## src/rtl/spi_slave_if.sv

```systemverilog
// SPI slave bus and byte handshake bundle.
// o_overrun is present only when SPI_SLAVE_OVERRUN_EN is defined.
interface spi_slave_if #(
  parameter int DATA_WIDTH = 8
);
  logic                  i_SCLK;
  logic                  i_SS;
  logic                  i_MOSI;
  logic                  o_MISO;
  logic [DATA_WIDTH-1:0] i_data_in_TX;
  logic                  i_data_valid_TX;
  logic                  o_data_ready_TX;
  logic [DATA_WIDTH-1:0] o_data_out;
  logic                  o_data_valid;
  logic                  i_data_ready;
  logic                  o_busy;
`ifdef SPI_SLAVE_OVERRUN_EN
  logic                  o_overrun;
`endif

  modport slave (
    input  i_SCLK, i_SS, i_MOSI, i_data_in_TX, i_data_valid_TX, i_data_ready,
    output o_MISO, o_data_ready_TX, o_data_out, o_data_valid, o_busy
`ifdef SPI_SLAVE_OVERRUN_EN
    , output o_overrun
`endif
  );

  modport master (
    output i_SCLK, i_SS, i_MOSI, i_data_in_TX, i_data_valid_TX, i_data_ready,
    input  o_MISO, o_data_ready_TX, o_data_out, o_data_valid, o_busy
`ifdef SPI_SLAVE_OVERRUN_EN
    , input o_overrun
`endif
  );
endinterface

```

## src/rtl/spi_slave.sv

```systemverilog
// SPI mode-0 slave, LSB first, oversampled by clk with 2-flop pin synchronizers.
// Define SPI_SLAVE_OVERRUN_EN to add the sticky o_overrun flag.
module spi_slave #(
  parameter int                    DATA_WIDTH = 8,
  parameter logic [DATA_WIDTH-1:0] TX_IDLE    = '0
) (
  input  logic       clk,
  input  logic       reset,
  spi_slave_if.slave bus
);
  localparam int            CW       = (DATA_WIDTH > 1) ? $clog2(DATA_WIDTH) : 1;
  localparam logic [CW-1:0] LAST_BIT = CW'(DATA_WIDTH - 1);

  typedef enum logic [1:0] {IDLE, LOAD, SHIFT} state_t;
  state_t state, state_nxt;

  logic [2:0] sclk_q;
  logic [2:0] ss_q;
  logic [1:0] mosi_q;
  logic       sclk_rise, sclk_fall, ss_rise, ss_fall, mosi_s;

  logic [DATA_WIDTH-1:0] tx_shift, rx_shift, rx_next, hold, data_out;
  logic                  hold_valid, data_valid;
  logic [CW-1:0]         bit_cnt;
  logic                  do_load, do_rx, do_tx, frame_done, tx_accept;

  // Flops [0],[1] synchronize; edges compare [1] against [2].
  always_ff @(posedge clk or negedge reset) begin
    if (!reset) begin
      sclk_q <= '0;
      mosi_q <= '0;
      ss_q   <= '1;
    end else begin
      sclk_q <= {sclk_q[1:0], bus.i_SCLK};
      mosi_q <= {mosi_q[0], bus.i_MOSI};
      ss_q   <= {ss_q[1:0], bus.i_SS};
    end
  end

  assign sclk_rise = sclk_q[1] & ~sclk_q[2];
  assign sclk_fall = ~sclk_q[1] & sclk_q[2];
  assign ss_rise   = ss_q[1] & ~ss_q[2];
  assign ss_fall   = ~ss_q[1] & ss_q[2];
  assign mosi_s    = mosi_q[1];

  always_ff @(posedge clk or negedge reset) begin
    if (!reset) state <= IDLE;
    else        state <= state_nxt;
  end

  always_comb begin
    state_nxt  = state;
    do_load    = 1'b0;
    do_rx      = 1'b0;
    do_tx      = 1'b0;
    frame_done = 1'b0;
    if (ss_rise) begin
      state_nxt = IDLE;
    end else begin
      case (state)
        IDLE: if (ss_fall) state_nxt = LOAD;
        LOAD: begin
          do_load   = 1'b1;
          state_nxt = SHIFT;
        end
        SHIFT: begin
          if (sclk_rise) begin
            do_rx = 1'b1;
            if (bit_cnt == LAST_BIT) begin
              frame_done = 1'b1;
              state_nxt  = LOAD;
            end
          end else if (sclk_fall && bit_cnt != '0) begin
            // bit_cnt is 0 only before the first rise or after the wrap,
            // so the trailing fall of a frame never advances MISO.
            do_tx = 1'b1;
          end
        end
        default: state_nxt = IDLE;
      endcase
    end
  end

  always_comb begin
    rx_next          = rx_shift;
    rx_next[bit_cnt] = mosi_s;
  end

  assign tx_accept = bus.i_data_valid_TX & ~hold_valid;

  // Holding register: a write landing on the LOAD edge wins over the clear,
  // so that byte waits for the following frame.
  always_ff @(posedge clk or negedge reset) begin
    if (!reset) begin
      hold       <= '0;
      hold_valid <= 1'b0;
    end else begin
      if (do_load) hold_valid <= 1'b0;
      if (tx_accept) begin
        hold       <= bus.i_data_in_TX;
        hold_valid <= 1'b1;
      end
    end
  end

  always_ff @(posedge clk or negedge reset) begin
    if (!reset) begin
      tx_shift <= '0;
      rx_shift <= '0;
      bit_cnt  <= '0;
    end else begin
      if (do_load) begin
        tx_shift <= hold_valid ? hold : TX_IDLE;
        bit_cnt  <= '0;
      end
      if (do_tx) tx_shift <= {1'b0, tx_shift[DATA_WIDTH-1:1]};
      if (do_rx) begin
        rx_shift <= rx_next;
        bit_cnt  <= frame_done ? '0 : bit_cnt + 1'b1;
      end
    end
  end

  always_ff @(posedge clk or negedge reset) begin
    if (!reset) begin
      data_out   <= '0;
      data_valid <= 1'b0;
    end else if (frame_done) begin
      data_out   <= rx_next;
      data_valid <= 1'b1;
    end else if (bus.i_data_ready) begin
      data_valid <= 1'b0;
    end
  end

`ifdef SPI_SLAVE_OVERRUN_EN
  logic overrun;

  always_ff @(posedge clk or negedge reset) begin
    if (!reset)                                                 overrun <= 1'b0;
    else if (frame_done && data_valid && !bus.i_data_ready) overrun <= 1'b1;
  end

  assign bus.o_overrun = overrun;
`endif

  assign bus.o_MISO          = (state != IDLE) & ~ss_q[1] & tx_shift[0];
  assign bus.o_data_ready_TX = ~hold_valid;
  assign bus.o_data_out      = data_out;
  assign bus.o_data_valid    = data_valid;
  assign bus.o_busy          = (state != IDLE);
endmodule

```

## src/flat_wrapper.sv

```systemverilog
// flat-port wrapper written by rule: the top's interface ports become plain ports
module spi_slave_flat 
#(
  parameter int                    DATA_WIDTH = 8,
  parameter logic [DATA_WIDTH-1:0] TX_IDLE    = '0
)
  (clk, reset, bus_i_SCLK, bus_i_SS, bus_i_MOSI, bus_i_data_in_TX, bus_i_data_valid_TX, bus_i_data_ready, bus_o_MISO, bus_o_data_ready_TX, bus_o_data_out, bus_o_data_valid, bus_o_busy);
  spi_slave_if #(.DATA_WIDTH(DATA_WIDTH)) bus_i ();
  input  logic clk;
  input  logic reset;
  input wire logic [$bits(bus_i.i_SCLK)-1:0] bus_i_SCLK;
  input wire logic [$bits(bus_i.i_SS)-1:0] bus_i_SS;
  input wire logic [$bits(bus_i.i_MOSI)-1:0] bus_i_MOSI;
  input wire logic [$bits(bus_i.i_data_in_TX)-1:0] bus_i_data_in_TX;
  input wire logic [$bits(bus_i.i_data_valid_TX)-1:0] bus_i_data_valid_TX;
  input wire logic [$bits(bus_i.i_data_ready)-1:0] bus_i_data_ready;
  output wire logic [$bits(bus_i.o_MISO)-1:0] bus_o_MISO;
  output wire logic [$bits(bus_i.o_data_ready_TX)-1:0] bus_o_data_ready_TX;
  output wire logic [$bits(bus_i.o_data_out)-1:0] bus_o_data_out;
  output wire logic [$bits(bus_i.o_data_valid)-1:0] bus_o_data_valid;
  output wire logic [$bits(bus_i.o_busy)-1:0] bus_o_busy;
  assign bus_i.i_SCLK = bus_i_SCLK;
  assign bus_i.i_SS = bus_i_SS;
  assign bus_i.i_MOSI = bus_i_MOSI;
  assign bus_i.i_data_in_TX = bus_i_data_in_TX;
  assign bus_i.i_data_valid_TX = bus_i_data_valid_TX;
  assign bus_i.i_data_ready = bus_i_data_ready;
  assign bus_o_MISO = bus_i.o_MISO;
  assign bus_o_data_ready_TX = bus_i.o_data_ready_TX;
  assign bus_o_data_out = bus_i.o_data_out;
  assign bus_o_data_valid = bus_i.o_data_valid;
  assign bus_o_busy = bus_i.o_busy;
  spi_slave #(.DATA_WIDTH(DATA_WIDTH), .TX_IDLE(TX_IDLE)) u_core (.clk(clk), .reset(reset), .bus(bus_i));
endmodule
```

## config.mk

```make
export PLATFORM = sky130hd
export DESIGN_NAME = spi_slave_flat
export DESIGN_NICKNAME = d
export VERILOG_FILES = /design/src/rtl/spi_slave_if.sv /design/src/rtl/spi_slave.sv /design/src/flat_wrapper.sv
export SDC_FILE = /design/constraint.sdc
export NUM_CORES = 1
export LEC_CHECK = 0
export BUFFER_PORTS_ARGS = -buffer_cell sky130_fd_sc_hd__buf_2
export CAP_MARGIN = 20
export CORE_MARGIN = 4
export CORE_UTILIZATION = 35
export CTS_BUF_LIST = sky130_fd_sc_hd__clkbuf_16
export CTS_CLUSTER_SIZE = 40
export DETAILED_ROUTE_END_ITERATION = 8
export HOLD_SLACK_MARGIN = 0.02
export MAX_ROUTING_LAYER = met4
export PLACE_DENSITY_LB_ADDON = 0.3
export REMOVE_ABC_BUFFERS = 1
export SETUP_SLACK_MARGIN = 0.2
export SYNTH_ARGS = -nofsm -noshare
export SYNTH_HDL_FRONTEND = slang
export SYNTH_SLANG_ARGS = --single-unit
```

## constraint.sdc

```tcl
create_clock -name clk -period 2.1 [get_ports clk]
set_input_delay 0.315 -clock clk [delete_from_list [all_inputs] [get_ports clk]]
set_output_delay 0.315 -clock clk [all_outputs]
set_load 0.1 [all_outputs]
```

==> metrics.csv <==
metric,value,unit
Post-synth EDFFs,0,
PD cells,1120,nW/µm²
Pleak,1.20,nW
hold crit path type,in2reg,
antenna violations before repair,0,
Yosys reg bits,47,
CP peak stage delay,590,ps
most frequent cells in the layout,"dfrtp_1, buf_2, nor2_1",
reg2reg start,u_core.state[0]$_DFFE_PN0P_,
fin crit period,1840,ps
CTS tree,done,
footprint of the multi-input gates,788,µm²
post-synthesis cell count,171,
Core Box Area,5540,µm²
ordered cell list for the critical path,nand2b_1 -> or4_4 -> and3_1 -> a221o_1,
CP endpoint,u_core.tx_shift[4]$_DFFE_PN0P_,
final cell count without fillers,280,
CTS root buf,clkbuf_16,
Routed WL,3690,µm
Die Wd,83.8,µm
Synth cell types,28,
sequential-to-total area share from yosys stat,58.7,%
crit start category,flip-flop,
Max clock buf depth,2,
data arrival time of the critical path,2010,ps
H-tree levels,2,
fill count,531,
Die H,83.8,µm
"Remaining Overflow, GRT",0,
die footprint,7020,µm²
clock sink total,47,
first-pass iteration count of the detailed router,4,
register area,1180,µm²
Starting Density,36.3,%
DRC Markers,0,
Critical Path Sink Type,flip-flop,
max_cap viols,0,
total negative slack,0,ps
# port buffers,26,
worst reg2reg setup slack,260,ps
Fmax,543,MHz
share of cells above drive strength 1,30.8,%
Worst Setup Path Type,reg2reg,
Max rail drop VDD,425,µV
fin nets,225,
Slew HR,68.1,%
first-pass GRT wire length,6370,µm
Critical Path Source,u_core.state[0]$_DFFE_PN0P_,
final hold violations,0,
Post-synth ARST share,100,%
Clock Latency Late Sink,280,ps
Slew @ Worst Pin,474,ps
Ports,27,
max-slew violations,0,
Hold Startpoint,bus_i_MOSI,
RSZ-0062 raised after global routing,yes,
# rows,27,
Slowest cell on crit path,or4_4,
"antenna viol nets, final",0,
dpl cells,271,
GPL Wtd Cong,0.719,
CTS buffer count,5,
Synth Warn #,0,
"Cell Area, Synth",2010,µm²
"leading cell type in the layout, fill and taps excluded",dfrtp_1,
placed wire-length estimate,2650,µm
most common flop cell mapped by yosys,dfrtp_1,
Syn Area/Cell,11.8,µm²
Via density,4.83,
CP max FO,7,
largest net degree at the start of global routing,22,
Overall Global Routing Usage,11.5,%
worst r2r dst,u_core.tx_shift[4]$_DFFE_PN0P_,
WL/cell,13.2,µm
area grow syn2layout,22.2,%
skew final,3.34,ps
clk slew on worst S/H paths,60,ps
worst path required time,2260,ps
status,finished clean,
detailed-route via count,1351,
number of diodes,0,
R2R depth,4,
Final Util,44.3,%
# setup viols final,0,
number of global-route vias before repair,1324,
drt initial violations,75,
Final period util,87.7,%
critical path: cells and delay by family, from the launching register on:
kind	cells	cell delay (ps)
AOI/OAI and AO/OA	1	260
DFF	1	420
and+or+nand+nor	3	1030
cells in the mapped netlist, types with 2 or more instances:
master,instances,area [µm²]
inv_1,5,18.8
ha_1,3,37.5
a221o_1,5,50.1
nand2b_1,3,18.8
dfrtp_1,44,1100
nor2_1,18,67.6
dfstp_2,3,78.8
nand4_1,3,18.8
nor2b_1,3,18.8
and3b_1,2,17.5
mux2i_1,8,80.1
nand3b_1,3,22.5
a21oi_1,13,65.1
and3_1,6,37.5
nor3_1,8,40.0
nor3b_1,2,15.0
clkbuf_1,7,26.3
nand3_1,5,25.0
mux2_2,14,158
nand2_1,5,18.8
o31ai_1,4,30.0
how the worst min path moves through the flow:
stage	to	depth (start not counted)
2_1_floorplan	u_core.bit_cnt[0]$_DFFE_PN0P_	0
6_report	u_core.mosi_q[0]$_DFF_PN0_	1
3_5_place_dp	u_core.mosi_q[1]$_DFF_PN0_	1
5_1_grt	u_core.mosi_q[0]$_DFF_PN0_	1
4_1_cts	u_core.mosi_q[0]$_DFF_PN0_	1
3_3_place_gp	u_core.mosi_q[1]$_DFF_PN0_	1
area by class of cell:
| class | count | area share [%] |
|---|---|---|
| flip-flops and latches | 47 | 48.0 |
| multi-input cells | 111 | 32.1 |
| repair buffers | 37 | 8.76 |
| clock buffers | 5 | 5.09 |
| well taps | 72 | 3.67 |
| clock inverters | 3 | 1.58 |
| inverters | 5 | 0.764 |
flip-flops by register name, indices dropped and copies added, names as in the netlist:
name / flops
u_core.rx_shift: 8
u_core.tx_shift: 8
u_core.sclk_q: 3
u_core.state: 2
u_core.bus.o_data_valid: 1
u_core.bit_cnt: 3
u_core.bus.o_data_out: 8
u_core.mosi_q: 2
u_core.ss_q: 3
u_core.hold: 8
u_core.hold_valid: 1
layer usage:
metal  part of all wire (%)  vias to the layer above  global-route usage, %
li1                       -                      678                      -
met1                     50                      645                   15.0
met2                     45                       22                   17.4
met3                    3.0                        6                   1.78
met4                    2.2                        0                   5.70
met5                      0                        -                      -
what timing repair did:
action,4_1_cts,5_1_grt
hold buffers,1,0
endpoints found under the hold margin,11,0
setup endpoints to repair,0,1
resized for setup,0,1
buffers inserted,0,0
kinds of logic (layout without fill, tap and decap cells):
family,Yosys count,in the layout,synth area share [%]
buffers and inverters,13,50,2.49
flip-flops,47,47,58.7
adder cells (fa/ha/maj),3,3,1.87
multiplexers,22,22,11.8
AND/OR/NAND/NOR,62,62,17.1
AO/OA/AOI/OAI,24,24,8.03
metrics by stage:
stage | hold WS [ps] | setup slack, ps | cell area (µm²) | total power [mW]
after floorplan | 19.4 | 57.8 | 1980 | 1.70
after global routing | 123 | 188 | 2460 | 2.89
after global placement | 206 | 308 | 2270 | 1.86
final | 135 | 258 | 2460 | 2.74
after CTS | 127 | 281 | 2450 | 2.76
after detailed placement | 209 | 294 | 2270 | 1.88
power breakdown:
group          switching [mW]  internal (mW)  total [mW]  leakage [nW]
Combinational           0.341          0.276       0.617         0.530
Sequential              0.131           1.12        1.26         0.591
Clock                   0.314          0.555       0.868        0.0812
Power figures use the tool's default switching activity.
